===== src/rtl/ps2_keyboard_rx.sv =====
// rtl/ps2_keyboard_rx.sv - PS/2 keyboard frame receiver, byte FIFO and prefix-folding event decoder
module ps2_keyboard_rx #(
    parameter int FIFO_DEPTH = 8,
    parameter int TIMEOUT    = 50000
) (
    input  logic       clk,
    input  logic       rst,
    input  logic       ps2_clk,
    input  logic       ps2_data,
    input  logic       code_ready,
    output logic       code_valid,
    output logic [7:0] scan_code,
    output logic       is_break,
    output logic       is_ext,
    output logic       frame_err,
    output logic       overflow
);

    localparam int AW = $clog2(FIFO_DEPTH);
    localparam int WW = $clog2(TIMEOUT + 1);

    logic clk_s1_q, clk_s2_q, clk_s3_q;
    logic data_s1_q, data_s2_q;

    logic [3:0]    bit_cnt_q, bit_cnt_d;
    logic [7:0]    shift_q, shift_d;
    logic          bad_q, bad_d;
    logic [WW-1:0] wdog_q, wdog_d;
    logic          frame_err_q, frame_err_d;
    logic          push;

    logic [7:0]    mem_q [FIFO_DEPTH];
    logic [AW:0]   wr_ptr_q, rd_ptr_q;
    logic          fifo_empty, fifo_full, push_ok, pop;
    logic [7:0]    head;

    logic          code_valid_q, code_valid_d;
    logic [7:0]    scan_code_q, scan_code_d;
    logic          is_break_q, is_break_d;
    logic          is_ext_q, is_ext_d;
    logic          brk_pend_q, brk_pend_d;
    logic          ext_pend_q, ext_pend_d;
    logic          overflow_q, overflow_d;
    logic          slot_free;

    logic fall;
    logic data_bit;

    // Synchroniser flops idle high so a reset never fakes a falling edge.
    always_ff @(posedge clk or posedge rst) begin
        if (rst) begin
            clk_s1_q  <= 1'b1;
            clk_s2_q  <= 1'b1;
            clk_s3_q  <= 1'b1;
            data_s1_q <= 1'b1;
            data_s2_q <= 1'b1;
        end else begin
            clk_s1_q  <= ps2_clk;
            clk_s2_q  <= clk_s1_q;
            clk_s3_q  <= clk_s2_q;
            data_s1_q <= ps2_data;
            data_s2_q <= data_s1_q;
        end
    end

    assign fall     = clk_s3_q & ~clk_s2_q;
    assign data_bit = data_s2_q;

    // bad_q accumulates start and parity faults so the verdict lands on the stop bit.
    always_comb begin
        bit_cnt_d   = bit_cnt_q;
        shift_d     = shift_q;
        bad_d       = bad_q;
        wdog_d      = wdog_q;
        frame_err_d = 1'b0;
        push        = 1'b0;
        if (fall) begin
            wdog_d = '0;
            if (bit_cnt_q == 4'd10) begin
                bit_cnt_d = 4'd0;
                if (bad_q || !data_bit) begin
                    frame_err_d = 1'b1;
                end else begin
                    push = 1'b1;
                end
            end else begin
                bit_cnt_d = bit_cnt_q + 4'd1;
                if (bit_cnt_q == 4'd0) begin
                    bad_d = data_bit;
                end else if (bit_cnt_q <= 4'd8) begin
                    shift_d = {data_bit, shift_q[7:1]};
                end else if (!(^{shift_q, data_bit})) begin
                    bad_d = 1'b1;
                end
            end
        end else if (bit_cnt_q != 4'd0) begin
            if (wdog_q == WW'(TIMEOUT)) begin
                bit_cnt_d   = 4'd0;
                wdog_d      = '0;
                frame_err_d = 1'b1;
            end else begin
                wdog_d = wdog_q + 1'b1;
            end
        end
    end

    always_ff @(posedge clk or posedge rst) begin
        if (rst) begin
            bit_cnt_q   <= 4'd0;
            shift_q     <= 8'd0;
            bad_q       <= 1'b0;
            wdog_q      <= '0;
            frame_err_q <= 1'b0;
        end else begin
            bit_cnt_q   <= bit_cnt_d;
            shift_q     <= shift_d;
            bad_q       <= bad_d;
            wdog_q      <= wdog_d;
            frame_err_q <= frame_err_d;
        end
    end

    assign fifo_empty = (wr_ptr_q == rd_ptr_q);
    assign fifo_full  = (wr_ptr_q[AW] != rd_ptr_q[AW]) &&
                        (wr_ptr_q[AW-1:0] == rd_ptr_q[AW-1:0]);
    assign head       = mem_q[rd_ptr_q[AW-1:0]];
    // A pop in the same cycle frees the head slot, so a push into a full FIFO still fits.
    assign push_ok    = push && (!fifo_full || pop);

    always_ff @(posedge clk) begin
        if (push_ok) begin
            mem_q[wr_ptr_q[AW-1:0]] <= shift_q;
        end
    end

    always_ff @(posedge clk or posedge rst) begin
        if (rst) begin
            wr_ptr_q <= '0;
            rd_ptr_q <= '0;
        end else begin
            if (push_ok) begin
                wr_ptr_q <= wr_ptr_q + 1'b1;
            end
            if (pop) begin
                rd_ptr_q <= rd_ptr_q + 1'b1;
            end
        end
    end

    assign slot_free = !code_valid_q || code_ready;
    assign pop       = !fifo_empty && slot_free;

    always_comb begin
        code_valid_d = code_valid_q;
        scan_code_d  = scan_code_q;
        is_break_d   = is_break_q;
        is_ext_d     = is_ext_q;
        brk_pend_d   = brk_pend_q;
        ext_pend_d   = ext_pend_q;
        overflow_d   = overflow_q | (push && fifo_full && !pop);
        if (code_valid_q && code_ready) begin
            code_valid_d = 1'b0;
        end
        if (pop) begin
            case (head)
                8'hE0:   ext_pend_d = 1'b1;
                8'hF0:   brk_pend_d = 1'b1;
                default: begin
                    scan_code_d  = head;
                    is_ext_d     = ext_pend_q;
                    is_break_d   = brk_pend_q;
                    code_valid_d = 1'b1;
                    ext_pend_d   = 1'b0;
                    brk_pend_d   = 1'b0;
                end
            endcase
        end
    end

    always_ff @(posedge clk or posedge rst) begin
        if (rst) begin
            code_valid_q <= 1'b0;
            scan_code_q  <= 8'd0;
            is_break_q   <= 1'b0;
            is_ext_q     <= 1'b0;
            brk_pend_q   <= 1'b0;
            ext_pend_q   <= 1'b0;
            overflow_q   <= 1'b0;
        end else begin
            code_valid_q <= code_valid_d;
            scan_code_q  <= scan_code_d;
            is_break_q   <= is_break_d;
            is_ext_q     <= is_ext_d;
            brk_pend_q   <= brk_pend_d;
            ext_pend_q   <= ext_pend_d;
            overflow_q   <= overflow_d;
        end
    end

    assign code_valid = code_valid_q;
    assign scan_code  = scan_code_q;
    assign is_break   = is_break_q;
    assign is_ext     = is_ext_q;
    assign frame_err  = frame_err_q;
    assign overflow   = overflow_q;

endmodule


===== config.mk =====
export PLATFORM = sky130hd
export DESIGN_NAME = ps2_keyboard_rx
export DESIGN_NICKNAME = d
export VERILOG_FILES = /design/src/rtl/ps2_keyboard_rx.sv
export SDC_FILE = /design/constraint.sdc
export NUM_CORES = 1
export LEC_CHECK = 0
export ABC_AREA = 1
export BUFFER_PORTS_ARGS = -buffer_cell sky130_fd_sc_hd__buf_2
export CAP_MARGIN = 20
export CORE_MARGIN = 3
export CORE_UTILIZATION = 50
export CTS_CLUSTER_SIZE = 28
export DETAILED_ROUTE_END_ITERATION = 10
export PLACE_DENSITY = 0.74
export SLEW_MARGIN = 20
export SYNTH_ARGS = -nofsm -noshare
export SYNTH_HDL_FRONTEND = slang
export SYNTH_SLANG_ARGS = --single-unit
export TNS_END_PERCENT = 50

===== constraint.sdc =====
create_clock -name clk -period 3.1 [get_ports clk]
set_input_delay 0.93 -clock clk [delete_from_list [all_inputs] [get_ports clk]]
set_output_delay 0.93 -clock clk [all_outputs]
set_load 0.01 [all_outputs]

Word-level counts from Yosys, hierarchy flattened. Memories as Yosys holds them, arrays and structs flattened. Cells that the tools add are included.

$add $sub $neg: 4. $lt $le $gt $ge: 1. Equality and inequality tests: 9. Mux-type cells: 25. Bitwise operators: 8. Reduce and logical (&&, ||, !) cells: 26.

Operators by type and width (number): 16-bit 2-to-1 mux (3); 16-bit by 1-bit adder with 16-bit output, second input constant (1); 16-bit == test, second input constant (1); 8-bit == test, second input constant (2); 1-bit 2-to-1 mux (16); 4-bit 2-to-1 mux (4); 4-bit by 1-bit adder with 4-bit output, second input constant (3); 9-bit XOR reduction (1); 2-bit AND reduction (4); 4-bit AND reduction (2); 1-bit logical AND (6); 1-bit NOT (6); 1-bit logical NOT (5); 4-bit == test (1); 4-bit == test, second input constant (1); 4-bit <= comparator, second input constant (1); 4-bit logical NOT (1); 2-bit inequality test, second input constant (2); 1-bit case mux with 2 select lines (2); 2-bit nonzero test (2); 4-bit nonzero test (1); 3-bit == test (1); 1-bit logical OR (3); 2-bit OR reduction (1); other kinds (3) (3).

Bits in registers: 57. Bits in writable memories: 64. Input bits: 5. Output and inout bits: 13. Word-level logic and storage cells: 93. Memories: 1.

Memories: mem_q (words 8, bits a word 8, read ports 1, clocked after memory_dff 0, wr ports 1, RTL line 32) `logic [7:0] mem_q [FIFO_DEPTH];`.

Longest topological paths before layout.
Depth after elaboration: 8. Depth in mapped cells: 15.

Least setup slack after synthesis. OpenSTA, ideal clock, no wires.

Kind: input to register. Start: input port code_ready. End: memory mem_q[0][0], enable pin. Setup time: 383 ps. Data arrival time: 2107 ps. Data required time: 2717 ps. Path slack: 609 ps. Cell stages on the path: 7. Buffers on the path: 0. Cell sequence: inv_1 > nand2_1 > nor2_1 > nand3_1 > nand2_1 > or2_1 > nor3_1.

Longest elaborated chain between the ends: 6.

RTL lines: from (decl) (RTL line 10) `input logic code_ready,`; 1-bit logical OR (RTL line 150) `assign slot_free = !code_valid_q || code_ready;`; 1-bit logical AND (RTL line 151) `assign pop = !fifo_empty && slot_free;`; 1-bit logical OR (RTL line 128) `assign push_ok = push && (!fifo_full || pop);`; 1-bit logical AND (RTL line 128); 1-bit 2-to-1 mux (RTL line 131) `if (push_ok) begin`; 1-bit 2-to-1 mux (not written as such) (RTL line 132) `mem_q[wr_ptr_q[AW-1:0]] <= shift_q;`; to (decl) (RTL line 32).

Every way passes these cells.

Worst setup path in the final report.
Start: register rd_ptr_q[1]. End: register is_ext_q (netlist: is_ext).

Longest elaborated chain between the ends: 5. Elaborated cells on any way between the ends: 9.

RTL lines: from (decl) (RTL line 33) `logic [AW:0] wr_ptr_q, rd_ptr_q;`; from (signal assigned) (RTL line 145) `rd_ptr_q <= rd_ptr_q + 1'b1;`; memory 8 x 8 bit; 8-bit == test (RTL line 165) `case (head)`; 2-bit OR reduction (no source line); 1-bit NOT (no source line); 2-bit AND reduction (no source line) *; to (signal assigned) (RTL line 193) `is_ext_q <= is_ext_d;`; to (decl) (RTL line 40) `logic is_ext_q, is_ext_d;`.

Every way passes the cells marked *; elsewhere a longest branch is shown, timed or not. A chain may end at the register's enable or synchronous reset.

==> impl_summary.md <==
Place
The global placement routability congestion is 0.933. The total of buffers placed on input and output ports is 17. The pre-CTS worst setup slack is 0.722 ns. The cell count after placement is 770.

The HPWL after detailed placement is 8160 µm.

Die
The die covers 12600 µm². The initial core utilization is 0.518. For this design the top-level I/O count stands at 18. The row count is 38. The height of the die is 112 µm. The die outline width is 112 µm. The core outline area is 10900 µm².

Worst setup path
The kind of end point of the critical path is a register. The critical path crosses 11 cells after its start point. The worst path required time is 3.39 ns. Traced cell by cell, the critical path runs through inv_2 > nand3_1 > nand2_1 > nand2_1 > nand2_1 > nand2_1 > nor2_1 > nand2_1 > nand3_2 > nand2_1 > nand2_1.

In this run the worst path has a maximum fanout of 17. The number of buffers and inverters on the critical path is 1. The setup path with the least slack is of type reg2reg.

The cell with the most instances on the worst path is sky130_fd_sc_hd__nand2_1. Broken down by cell family, the worst path's largest delay share belongs to simple AND/OR/NAND/NOR gates. The worst register-to-register path ends at is_ext. The maximum cell stage delay along the critical path is 0.60 ns. The register-to-register setup slack is 0.76 ns. Data arrives at the worst endpoint at 2.63 ns.

The kind of start point of the critical path is a register. The worst register-to-register path has a depth of 11. The startpoint identified for the worst register-to-register timing path is rd_ptr_q[1]. Among all stages on the critical path, the largest delay is contributed by sky130_fd_sc_hd__dfrtp_1.

Routing
The met3 wire length is 780 µm. Dividing the detail-routed wire length by the instance count gives 15.3 µm. The highest routing layer actually used is met4. For this block, wires on met1 add up to 5170 µm. The first TritonRoute pass finished after 6 iterations.

The detail route stage leaves a number of antenna-violating nets equal to 0. In the detailed route, the total length drawn on met2 is 6060 µm. Detailed routing inserted a total of 4250 vias. In the routed layout, each cell is associated on average with a via count of 5.30. After detailed routing, the number of remaining DRC violations is 0.

In this run, the number of DRC markers left after iteration 0 of detailed routing was 391. The routed wire length is 12200 µm.

Timing
Setup repair after global routing left no endpoint under its margin. The worst relative slew slack is 0.628. The count of endpoints failing hold in the final timing report came to 0. In the post-route analysis, the smallest setup slack over all paths is 0.760 ns. The number of pins with negative max-slew slack in the final report is 0.

The total negative setup slack is 0 ns. Of the available clock period, the critical path in the final layout requires 0.755. The clock period could shrink to 2.34 ns. The setup skew after layout is 0.0130 ns. The final count of negative-setup-slack endpoints is 0. At the pin with the least slew margin, the transition time is 0.558 ns. The fmax is 427 MHz.

Worst hold path
The path class of the tightest hold or removal check is reg2reg. The worst hold path was traced through 0 stages. The beginning of the worst hold path is data_s1_q. For hold timing, the worst endpoint is data_bit.

Synth
After synthesis the cells add up to 5660 µm². In this run, synthesis produced a sequential element count of 121. Each instance of the synthesized netlist takes up on average 9.14 µm². For this run, the register share of the synthesized area comes to 0.593. In this run, distinct cell masters in the synthesized netlist total 37.

The synthesized net count is 628. The count of mapped cells out of synthesis is 619. The number of synthesis warnings is 0.

Clock network
TritonCTS built the clock tree. Clock latency on the worst-skew pair, taken at its later pin, is 0.42 ns. The number of sinks driven by the clock tree is 121. The total of hold buffers inserted after clock tree synthesis is 0. Post-CTS timing repair inserted 0 buffers for setup.

After clock tree synthesis, the clock-pin slew on the worst setup and hold paths is 0.06 ns. The root buffer cell is sky130_fd_sc_hd__clkbuf_16. The H-tree was split into 4 levels. The longest clock path from root to sink contains 2 buffers.

After clock tree synthesis, the repair step resized 0 gates. The number of buffers added by the clock tree synthesis step is 17.

Power
The power density over cell area is 931 nW/µm². The share of total power dissipated in combinational logic is 0.265. The worst IR drop on VDD is 0.540 mV. The total power is 6.04 mW. The sequential share of power is 0.400. The static leakage is 3.05 nW. In this run the power spent charging and discharging nets is 2.13 mW. Of the total power, the share spent switching nets is 0.353. The internal portion of the total power is 3.91 mW. The clock share of power is 0.335.

Outcome
The flow ran to the end, and the final reports show no timing, DRC or antenna violations.

GRT
The first global-routing pass estimated 20200 µm of wire. The via count of the first global-routing pass came to 4117. Across every metal layer, demand over resource in global routing totals 0.206. Global routing finished with a remaining overflow of 0. Entering global routing, the biggest net connects 36 pins. The number of antenna violations at the first check in global routing is 0.

Cells and area
In the final design database the tool counted 658 nets. In the final layout, the share of cells above drive strength 1 is 0.115. The layout overhead on the synthesized area is 14.7%. The final non-filler cell total is 802.

Fill cells in the final layout number 877. The repair_antennas step left the layout with diodes totalling 0.

Flow run
The number of max-cap violations is 0.
-- flip-flops by register name (all words and copies together), names as in the netlist, 4 cells and up --
register   flops
shift_q        8
bit_cnt_q      4
mem_q         64
wdog_q        16
scan_code      8
rd_ptr_q       4
wr_ptr_q       4
-- synthesized netlist by cell type, drive strengths merged --
cell    instances  area, µm²
a21oi          16       80.1
a22oi           1       7.51
buf            17        133
clkbuf          1       3.75
clkinv          1       3.75
dfrtp          52       1300
dfstp           5        131
edfxtp         64       1920
ha              4       50.1
inv           105        397
nand2         189        712
nand3          55        280
nand4          23        144
nor2           27        111
nor3           16       85.1
nor3b           1       7.51
nor4            1       6.26
o211a           1       10.0
o21ai          17       85.1
o21bai          1       7.51
o22ai           1       6.26
o31ai           2       15.0
o41ai           1       8.76
or2             2       12.5
xnor2           7       61.3
xor2            9       78.8
-- per-stage QoR --
stage / utilization / instance area [µm²] / hold slack (ns)
3_5_place_dp: 0.537 / 5870 / 0.347
6_report: 0.593 / 6490 / 0.354
2_1_floorplan: - / 5660 / 0.345
4_1_cts: 0.593 / 6490 / 0.354
3_3_place_gp: 0.537 / 5870 / 0.348
5_1_grt: 0.593 / 6490 / 0.359
-- cells in the final DEF, fill, tap and decap left out, types with 2 or more instances in the layout --
cell type	count
sky130_fd_sc_hd__inv_1	101
sky130_fd_sc_hd__buf_4	12
sky130_fd_sc_hd__bufinv_16	3
sky130_fd_sc_hd__o31ai_1	2
sky130_fd_sc_hd__inv_2	3
sky130_fd_sc_hd__buf_2	17
sky130_fd_sc_hd__xor2_1	9
sky130_fd_sc_hd__a21oi_1	16
sky130_fd_sc_hd__clkinv_2	2
sky130_fd_sc_hd__clkbuf_16	17
sky130_fd_sc_hd__nand3_1	54
sky130_fd_sc_hd__clkinvlp_4	2
sky130_fd_sc_hd__clkbuf_8	3
sky130_fd_sc_hd__nand2_1	188
sky130_fd_sc_hd__nor2_2	4
sky130_fd_sc_hd__xnor2_1	7
sky130_fd_sc_hd__clkinv_1	2
sky130_fd_sc_hd__nor3_1	15
sky130_fd_sc_hd__dfrtp_1	52
sky130_fd_sc_hd__clkinv_4	3
sky130_fd_sc_hd__nand4_1	23
sky130_fd_sc_hd__o21ai_0	16
sky130_fd_sc_hd__ha_1	4
sky130_fd_sc_hd__edfxtp_1	64
sky130_fd_sc_hd__nor2_1	23
sky130_fd_sc_hd__dfstp_2	5
-- worst max path at each step --
stage          slack (ns)        start           to
2_1_floorplan        0.61   code_ready  mem_q[0][0]
3_3_place_gp         0.76   code_ready  mem_q[4][3]
3_5_place_dp         0.72   code_ready  mem_q[0][3]
4_1_cts              0.77  rd_ptr_q[1]       is_ext
5_1_grt              0.51  rd_ptr_q[1]       is_ext
6_report             0.76  rd_ptr_q[1]       is_ext
-- logic make-up after synthesis --
group / synth area share
AOI/OAI and AO/OA: 0.0389
xor gates and xnor gates: 0.0248
adders and majority gates: 0.00884
buffers and inverters: 0.0948
DFF: 0.593
and+or+nand+nor: 0.240
-- routing by layer --
metal | track usage | up-vias
met1 | 0.255 | 2007
met4 | 0.0673 | 0
met3 | 0.0609 | 27
met2 | 0.350 | 164
met5 | 0 | -
li1 | - | 2052
-- power by group through the flow --
stage | clock (mW) | sequential [mW] | combinational, mW
after floorplan | 0 | 2.28 | 1.32
after global placement | 0 | 2.43 | 1.54
after detailed placement | 0 | 2.45 | 1.58
after CTS | 2.03 | 2.42 | 1.61
after global routing | 2.11 | 2.46 | 1.83
final | 2.02 | 2.42 | 1.60
-- final cells by class --
| type | count | area [µm²] | share of cell area |
|---|---|---|---|
| clock buffer | 21 | 470 | 0.0725 |
| inverter | 106 | 400 | 0.0617 |
| multi-input combinational | 374 | 1770 | 0.273 |
| sequential | 121 | 3350 | 0.517 |
| timing repair buffer | 29 | 175 | 0.0270 |
| clock inverter | 11 | 145 | 0.0224 |
| tap | 140 | 175 | 0.0270 |
Power figures use the tool's default switching activity.
